## src/rtl/cc_game_controller.sv

```systemverilog
// Game sequencer for the 8x8 matrix game: IDLE/PLAY/HIT/GAMEOVER FSM, scroll prescaler,
// lives and score counters. Every output is driven straight from a register.
module cc_game_controller #(
  parameter int TICK_DIV    = 12500000,
  parameter int HIT_TICKS   = 4,
  parameter int LIVES_INIT  = 3,
  parameter int LIVES_WIDTH = 3,
  parameter int SCORE_WIDTH = 8
) (
  input  logic                   CC_GAMECTRL_CLOCK_50,
  input  logic                   CC_GAMECTRL_RESET_InLow,
  input  logic                   CC_GAMECTRL_START_InLow,
  input  logic                   CC_GAMECTRL_COLLISION_InLow,
  output logic                   CC_GAMECTRL_SCROLL_OutHigh,
  output logic                   CC_GAMECTRL_CLEAR_OutHigh,
  output logic                   CC_GAMECTRL_BLINK_OutHigh,
  output logic                   CC_GAMECTRL_GAMEOVER_OutLow,
  output logic [LIVES_WIDTH-1:0] CC_GAMECTRL_LIVES_OutBUS,
  output logic [SCORE_WIDTH-1:0] CC_GAMECTRL_SCORE_OutBUS,
  output logic [1:0]             CC_GAMECTRL_STATE_OutBUS
);

  localparam int PRESC_W = $clog2(TICK_DIV);
  localparam int HIT_W   = $clog2(HIT_TICKS + 1);

  localparam logic [PRESC_W-1:0]     TICK_LAST  = PRESC_W'(TICK_DIV - 1);
  localparam logic [HIT_W-1:0]       HIT_LAST   = HIT_W'(HIT_TICKS - 1);
  localparam logic [LIVES_WIDTH-1:0] LIVES_FULL = LIVES_WIDTH'(LIVES_INIT);
  localparam logic [LIVES_WIDTH-1:0] LIVES_ONE  = LIVES_WIDTH'(1);
  localparam logic [SCORE_WIDTH-1:0] SCORE_MAX  = '1;

  typedef enum logic [1:0] {
    ST_IDLE     = 2'd0,
    ST_PLAY     = 2'd1,
    ST_HIT      = 2'd2,
    ST_GAMEOVER = 2'd3
  } state_t;

  state_t                 r_state;
  logic [PRESC_W-1:0]     r_presc;
  logic [HIT_W-1:0]       r_hit_cnt;
  logic [LIVES_WIDTH-1:0] r_lives;
  logic [SCORE_WIDTH-1:0] r_score;
  logic                   r_scroll;
  logic                   r_clear;
  logic                   r_blink;
  logic                   r_gameover_n;
  // 1 = button was seen pressed on the previous edge. Resetting it to 1 means a
  // button held through reset release needs a release/press before it counts.
  logic                   r_start_held;

  logic w_start_event;
  logic w_tick;
  logic w_collision;

  assign w_start_event = !r_start_held && !CC_GAMECTRL_START_InLow;
  assign w_tick        = ((r_state == ST_PLAY) || (r_state == ST_HIT)) && (r_presc == TICK_LAST);
  // The cycle in which CLEAR is high is a grace cycle: the matrices are being reloaded.
  assign w_collision   = (r_state == ST_PLAY) && !CC_GAMECTRL_COLLISION_InLow && !r_clear;

  always_ff @(posedge CC_GAMECTRL_CLOCK_50 or negedge CC_GAMECTRL_RESET_InLow) begin
    if (!CC_GAMECTRL_RESET_InLow) begin
      r_state      <= ST_IDLE;
      r_presc      <= '0;
      r_hit_cnt    <= '0;
      r_lives      <= LIVES_FULL;
      r_score      <= '0;
      r_scroll     <= 1'b0;
      r_clear      <= 1'b0;
      r_blink      <= 1'b0;
      r_gameover_n <= 1'b1;
      r_start_held <= 1'b1;
    end else begin
      // NOTE: non-blocking everywhere here, so every branch reads the pre-edge values;
      // the two pulses default low and are raised only by the branch that wants them.
      r_start_held <= !CC_GAMECTRL_START_InLow;
      r_scroll     <= 1'b0;
      r_clear      <= 1'b0;

      case (r_state)
        ST_IDLE, ST_GAMEOVER: begin
          if (w_start_event) begin
            r_state      <= ST_PLAY;
            r_clear      <= 1'b1;
            r_lives      <= LIVES_FULL;
            r_score      <= '0;
            r_gameover_n <= 1'b1;
            r_blink      <= 1'b0;
            r_presc      <= '0;
            r_hit_cnt    <= '0;
          end
        end

        ST_PLAY: begin
          if (w_collision) begin
            r_presc   <= '0;
            r_hit_cnt <= '0;
            if (r_lives > LIVES_ONE) begin
              r_state <= ST_HIT;
              r_lives <= r_lives - 1'b1;
              r_blink <= 1'b1;
            end else begin
              r_state      <= ST_GAMEOVER;
              r_lives      <= '0;
              r_blink      <= 1'b0;
              r_gameover_n <= 1'b0;
            end
          end else if (w_tick) begin
            r_presc  <= '0;
            r_scroll <= 1'b1;
            if (r_score != SCORE_MAX) begin
              r_score <= r_score + 1'b1;
            end
          end else begin
            r_presc <= r_presc + 1'b1;
          end
        end

        ST_HIT: begin
          if (w_tick) begin
            r_presc <= '0;
            if (r_hit_cnt == HIT_LAST) begin
              r_state   <= ST_PLAY;
              r_clear   <= 1'b1;
              r_blink   <= 1'b0;
              r_hit_cnt <= '0;
            end else begin
              r_blink   <= !r_blink;
              r_hit_cnt <= r_hit_cnt + 1'b1;
            end
          end else begin
            r_presc <= r_presc + 1'b1;
          end
        end

        default: begin
          r_state <= ST_IDLE;
        end
      endcase
    end
  end

  assign CC_GAMECTRL_SCROLL_OutHigh  = r_scroll;
  assign CC_GAMECTRL_CLEAR_OutHigh   = r_clear;
  assign CC_GAMECTRL_BLINK_OutHigh   = r_blink;
  assign CC_GAMECTRL_GAMEOVER_OutLow = r_gameover_n;
  assign CC_GAMECTRL_LIVES_OutBUS    = r_lives;
  assign CC_GAMECTRL_SCORE_OutBUS    = r_score;
  assign CC_GAMECTRL_STATE_OutBUS    = r_state;

endmodule
```

## config.mk

```make
export PLATFORM = sky130hd
export DESIGN_NAME = cc_game_controller
export DESIGN_NICKNAME = d
export VERILOG_FILES = /design/src/rtl/cc_game_controller.sv
export SDC_FILE = /design/constraint.sdc
export NUM_CORES = 1
export LEC_CHECK = 0
export CELL_PAD_IN_SITES_DETAIL_PLACEMENT = 1
export CELL_PAD_IN_SITES_GLOBAL_PLACEMENT = 1
export CORE_MARGIN = 2
export CORE_UTILIZATION = 46
export DETAILED_ROUTE_END_ITERATION = 7
export GPL_ROUTABILITY_DRIVEN = 0
export PLACE_DENSITY_LB_ADDON = 0.1
export SLEW_MARGIN = 20
export SYNTH_ARGS = -nofsm -noshare
export SYNTH_HDL_FRONTEND = slang
export SYNTH_SLANG_ARGS = --single-unit
```

## constraint.sdc

```tcl
create_clock -name CC_GAMECTRL_CLOCK_50 -period 2.4 [get_ports CC_GAMECTRL_CLOCK_50]
set_clock_uncertainty 0.2 [all_clocks]
set_input_delay 0.48 -clock CC_GAMECTRL_CLOCK_50 [delete_from_list [all_inputs] [get_ports CC_GAMECTRL_CLOCK_50]]
set_output_delay 0.48 -clock CC_GAMECTRL_CLOCK_50 [all_outputs]
set_load 0.02 [all_outputs]
```

# After elaboration in Yosys (flattened, before gate mapping)
# Index checks and enable logic that the tools add are counted.
# totals
inputBits	4
ff_bits	45
word_cells	88
out_inout_bits	17
# classes
reduce_logical	18
n_lt_le_gt_ge	1
n_mux	41
add_sub_neg	4
n_eq_ne	14
# op_table
cell	n
24-bit 2-to-1 mux	3
24-bit case mux with 3 select lines	1
8-bit 2-to-1 mux	4
24-bit by 1-bit adder with 24-bit output (second input constant)	1
24-bit equality test (second input constant)	1
3-bit 2-to-1 mux	7
8-bit case mux with 2 select lines	1
1-bit 2-to-1 mux	15
2-bit != test (second input constant)	6
3-bit case mux with 3 select lines	1
8-bit by 1-bit adder with 8-bit output (second input constant)	1
2-bit 2-to-1 mux	4
8-bit != test (second input constant)	1
4-bit AND reduction	2
2-bit case mux with 3 select lines	1
3-bit case mux with 2 select lines	1
3-bit AND reduction	2
1-bit logical NOT	5
5-bit AND reduction	1
2-bit equality test (second input constant)	2
1-bit logical AND	4
2-bit by 1-bit != test with 1-bit output (second input constant)	2
1-bit case mux with 2 select lines	2
3-bit by 1-bit adder with 3-bit output (second input constant)	1
other kinds (9)	9

# Depth between registers and ports, before layout
# Gate-level depths: netlist (run 1).
# logic_depth
ltp_word	6
depth_mapped	8
depth_no_buf	6

# Least setup slack after synthesis (run 1)
# Ideal clock, no wire load.
# synth_path
path_type	register -> register
startpoint	register r_state[0], in the netlist CC_GAMECTRL_STATE_OutBUS[0]
endpoint	register r_score[5], in the netlist CC_GAMECTRL_SCORE_OutBUS[5]
path_stages_with_launch	7
n_path_buf	1
setup_ps	79
period_less_slack_ps	2178
path_slack_ps	222
arrival_ps	1898
required_time_ps	2121
cell_sequence	dfrtp_1 -> inv_1 -> ha_1 -> clkbuf_1 -> a311o_1 -> nor4_2 -> mux2i_1
# synth_via
elab_chain_cells	5
word_cells_on_any_way	16
cone_classes	eq/ne (7); mux (1); reduce/logical (8)
# synth_lines
element	line_no	text
from (decl)	39	state_t r_state;
from (signal assigned)	63	r_state <= ST_IDLE;
from (signal assigned)	83	r_state <= ST_PLAY;
from (signal assigned)	99	r_state <= ST_HIT;
2-bit by 1-bit equality test with 1-bit output / 2-bit equality test (equally long branches)	57, 59, 80	
1-bit logical AND / 1-bit logical OR (equally long branches)	59, 57	
1-bit logical AND, on equally long branches	59, 57	
2-bit != test (no line)	--	
5-bit AND reduction (no line)	--	
to (signal assigned)	112	r_score <= r_score + 1'b1;
to (decl)	43	logic [SCORE_WIDTH-1:0] r_score;
# Parallel ways exist; a longest one is shown, timed or not.
# A chain may end at the register's enable or synchronous reset.

# Worst setup path after layout (run 1)
# layout_path
startpoint	register r_state[0], in the netlist CC_GAMECTRL_STATE_OutBUS[0]
endpoint	register r_presc[19]
# layout_via
elab_chain_cells	6
word_cells_on_any_way	13
cone_classes	eq/ne (4); mux (3); reduce/logical (6)
# layout_lines
element	line_no	text
2-bit by 1-bit equality test with 1-bit output / 2-bit equality test (equally long branches)	57, 59, 80	
1-bit logical OR	57	assign w_tick = ((r_state == ST_PLAY) || (r_state == ST_HIT)) && (r_presc == TICK_LAST);
1-bit logical AND	57	
24-bit 2-to-1 mux	108, 120	
24-bit 2-to-1 mux	95	if (w_collision) begin
24-bit case mux with 3 select lines	80	case (r_state)
to (signal assigned)	115	r_presc <= r_presc + 1'b1;
to (signal assigned)	132	r_presc <= r_presc + 1'b1;
to (decl)	40	logic [PRESC_W-1:0] r_presc;
# Parallel ways exist; a longest one is shown, timed or not.

==> results of run 1 <==
## metal layers
layer	up-vias	share of wire [%]
li1	1204	-
met1	1283	46
met2	34	51
met3	2	2.4
met4	0	0.35
met5	-	0
## critical path, stage by stage, from the launching register on
cell and delay [ns]:
sky130_fd_sc_hd__dfrtp_1 0.38, sky130_fd_sc_hd__inv_1 0.07, sky130_fd_sc_hd__ha_1 0.31, sky130_fd_sc_hd__buf_4 0.17, sky130_fd_sc_hd__o21ai_2 0.11, sky130_fd_sc_hd__nand2_2 0.20, sky130_fd_sc_hd__or4_1 0.51, sky130_fd_sc_hd__a22oi_1 0.19
## worst max path at each step
stage	from	end	slack [ns]	cells past startpoint
final	CC_GAMECTRL_STATE_OutBUS[0]	r_presc[19]	0.16	7
after global routing	CC_GAMECTRL_STATE_OutBUS[0]	CC_GAMECTRL_LIVES_OutBUS[0]	0.03	8
after CTS	CC_GAMECTRL_STATE_OutBUS[0]	r_presc[19]	0.12	7
after detailed placement	CC_GAMECTRL_START_InLow	r_presc[19]	-0.09	5
after global placement	CC_GAMECTRL_START_InLow	r_presc[17]	0.04	5
after floorplan	CC_GAMECTRL_STATE_OutBUS[0]	CC_GAMECTRL_SCORE_OutBUS[5]	0.22	6
## flip-flops by register name, summed over array words and instances (netlist names)
name / count
CC_GAMECTRL_BLINK_OutHigh: 1
CC_GAMECTRL_CLEAR_OutHigh: 1
CC_GAMECTRL_GAMEOVER_OutLow: 1
CC_GAMECTRL_LIVES_OutBUS: 3
CC_GAMECTRL_SCORE_OutBUS: 8
CC_GAMECTRL_SCROLL_OutHigh: 1
CC_GAMECTRL_STATE_OutBUS: 2
r_hit_cnt: 3
r_presc: 24
r_start_held: 1
## per-stage QoR
step	TNS [ns]	setup slack, ns	instance area [µm²]	power (mW)	hold WS (ns)
3_3_place_gp	0	0.0421	3160	2.38	0.237
2_1_floorplan	0	0.222	2770	1.77	-0.0156
6_report	0	0.163	3310	3.07	0.310
5_1_grt	0	0.0263	3310	3.28	0.344
4_1_cts	0	0.123	3310	3.09	0.316
3_5_place_dp	-0.306	-0.0949	3160	2.39	0.240
## cells in the final DEF (no fill, tap or decap), types with 2 or more instances in the layout
cell type	n
sky130_fd_sc_hd__o2bb2ai_1	2
sky130_fd_sc_hd__nand2b_1	5
sky130_fd_sc_hd__clkdlybuf4s50_1	19
sky130_fd_sc_hd__a41oi_1	2
sky130_fd_sc_hd__a31oi_1	5
sky130_fd_sc_hd__nor2_1	4
sky130_fd_sc_hd__ha_1	7
sky130_fd_sc_hd__o41ai_1	2
sky130_fd_sc_hd__o31ai_1	11
sky130_fd_sc_hd__dfstp_2	4
sky130_fd_sc_hd__nand2_1	19
sky130_fd_sc_hd__and2_1	2
sky130_fd_sc_hd__and3_1	8
sky130_fd_sc_hd__a21oi_1	15
sky130_fd_sc_hd__and4_1	5
sky130_fd_sc_hd__o21ai_0	12
sky130_fd_sc_hd__or3_1	6
sky130_fd_sc_hd__nor3_1	6
sky130_fd_sc_hd__o21a_1	2
sky130_fd_sc_hd__nor4b_2	2
sky130_fd_sc_hd__or4_1	7
sky130_fd_sc_hd__nand4_1	9
sky130_fd_sc_hd__nand3_1	17
sky130_fd_sc_hd__buf_4	23
sky130_fd_sc_hd__nor4_1	6
sky130_fd_sc_hd__a221o_1	2
sky130_fd_sc_hd__o21ai_2	2
sky130_fd_sc_hd__inv_2	2
sky130_fd_sc_hd__bufinv_16	2
sky130_fd_sc_hd__a211oi_1	3
sky130_fd_sc_hd__nor2b_1	3
sky130_fd_sc_hd__mux2i_1	2
sky130_fd_sc_hd__nand3_2	2
sky130_fd_sc_hd__dfrtp_1	41
sky130_fd_sc_hd__inv_1	11
sky130_fd_sc_hd__xor2_1	4
sky130_fd_sc_hd__o21ai_1	6
sky130_fd_sc_hd__a31o_1	2
sky130_fd_sc_hd__clkbuf_8	5
sky130_fd_sc_hd__a22oi_1	11
## logic make-up after synthesis
family,count (synthesis),synth area share [%]
and+or+nand+nor,113,26.1
adders and majority gates,7,3.16
buffers and inverters,29,5.10
xor gates and xnor gates,5,1.58
DFF,45,40.8
muxes,2,0.722
AOI/OAI and AO/OA,90,22.5
## area by class of cell
class,count,area [µm²]
Tap cell,75,93.8
Multi-Input combinational cell,217,1500
Clock buffer,5,68.8
Sequential cell,45,1130
Timing Repair Buffer,45,398
Inverter,13,48.8
Clock inverter,3,65.1
Fill cell,672,2580
## power by group
group	switching, mW	internal [mW]	leakage, nW
Sequential	0.0758	0.848	0.607
Clock	0.273	0.414	0.0681
Combinational	0.892	0.568	0.692
Total	1.24	1.83	1.37
==> run metrics, run 1 <==
post-detailed-route wirelength per cell roughly 19 µm; top flip-flop cell by instance count after synthesis sky130_fd_sc_hd__dfrtp_1; count of antenna diodes in the layout 0; count of synthesis-stage warnings from yosys 0; number of cells traversed by the worst hold path 2; Vias approximately 2.5k; actual transition at the worst max-transition pin roughly 0.50 ns; post-layout util 56.2%; status complete, no violations; fraction of met2 tracks used by global routing between 40 and 50%; Min Clock Period, post-route between 2 and 2.5 ns; number of primary I/O pins 21; Worst R2R Start CC_GAMECTRL_STATE_OutBUS[0]; number of enable-type register cells in the synthesized netlist 0; minimum setup slack among reg-to-reg paths around 0.16 ns; global-route wire length before repair about 13000 µm; total gr overflow 0; initial antenna violation count 0; CTS tree yes; post-detailed-route via-to-cell ratio about 6.3; number of setup violations in the final report 0; M3 GR Usage slightly below 3%; worst voltage drop across the vdd grid about 0.56 mV; detailed-router iteration count before antenna repair 4; sequential fraction of the synthesis area 40.8%; Setup Buffers After CTS 0; Most Used Layer, Global Route met2; normalized max-slew margin 66.3%; count of mapped cells out of synthesis 291; largest driver fanout on the critical path 12; total core area roughly 5900 µm²; total count of hold-check failures in the final report 0; Critical Path Source Type flop; number of I/O port buffers 20; final slew viol count 0; DPL Wire Length about 5500 µm; number of nets in the final layout approximately 340; Die Area approximately 6700 µm²; Synth Cell Area between 2000 and 3000 µm²; top-count cell post-synth sky130_fd_sc_hd__dfrtp_1; Async SR Flop Fraction between 90% and 100%; most frequent cells after synthesis 41 x sky130_fd_sc_hd__dfrtp_1, 19 x sky130_fd_sc_hd__nand2_1, 17 x sky130_fd_sc_hd__nand3_1, 15 x sky130_fd_sc_hd__a21oi_1, 12 x sky130_fd_sc_hd__o21ai_0; type of the worst setup path reg -> reg; number of standard cells in the final layout excluding fillers 403; cells resized by post-CTS repair 0; Synth cell types 67; required time of the worst setup path approximately 2.4 ns; Min-Delay Path Class reg -> reg; insertion delay of the later-clocked pin in the worst-skew pair 0.30 ns; growth of design area from synthesis to finish 19.4%; met1 global-route usage 33.0%; Post-DRT Antenna Nets 0; # H-tree levels 2; largest area contributor in the synthesized netlist sky130_fd_sc_hd__dfrtp_1; Post-Synthesis Net Count ~300; R2R cell count 7; Max Cap Viol 0; height of the die 81.6 µm; # rows 28; capture point of the worst reg-to-reg path r_presc[19]; routed wire length roughly 7600 µm; hold buffer count at cts 1; Initial DRC Count 94; leakage power summed over all cells 1.37 nW; cell area power density around 930 nW/µm²; Worst EP arrival around 2.2 ns; maximum number of pins on one net before global-route repair 21; residual DRC count 0; #FFs+latches synth 45; aggregate global-route resource usage between 20 and 25%; share of the synthesized area in the top cell type a little under two fifths; worst min-delay path startpoint CC_GAMECTRL_GAMEOVER_OutLow; Hold EP CC_GAMECTRL_GAMEOVER_OutLow; number of buffers between clock root and the deepest sink 2; number of instances in the placed design ~390; synthesized area divided by synthesized cell count about 9.5 µm²; total clock buffers created by CTS 5; count of clock tree sinks 45; final cycle utilization of the critical path 93.2%; Horiz. Die Dim just over 80 µm; setup repair after global routing missed its margin no; fraction of layout instances using a drive strength above 1 between 10% and 20%; via count of the first global-routing pass ~2.5k; CTS clock-pin slew for the worst setup and hold paths ~0.10 ns; master cell of the clock root buffer sky130_fd_sc_hd__clkbuf_8; critical path capture point type flop; starting utilization of the core area a little under half; timing-limited maximum frequency 0.447 GHz; cell types occupying the most area after synthesis sky130_fd_sc_hd__dfrtp_1 37%, sky130_fd_sc_hd__dfstp_2 3.8%, sky130_fd_sc_hd__ha_1 3.2%, sky130_fd_sc_hd__nand3_1 3.1%, sky130_fd_sc_hd__a22oi_1 3.0%
(Power assumes the default switching activity.)
==> run 2: changes to the inputs <==
--- a/config.mk
+++ b/config.mk
@@ -5,6 +5,7 @@
 export SDC_FILE = /design/constraint.sdc
 export NUM_CORES = 1
 export LEC_CHECK = 0
+export CAP_MARGIN = 15
 export CELL_PAD_IN_SITES_DETAIL_PLACEMENT = 1
 export CELL_PAD_IN_SITES_GLOBAL_PLACEMENT = 1
 export CORE_MARGIN = 2
==> results of run 2 <==
No change in the layout: final DEF, timing and power equal those of run 1.
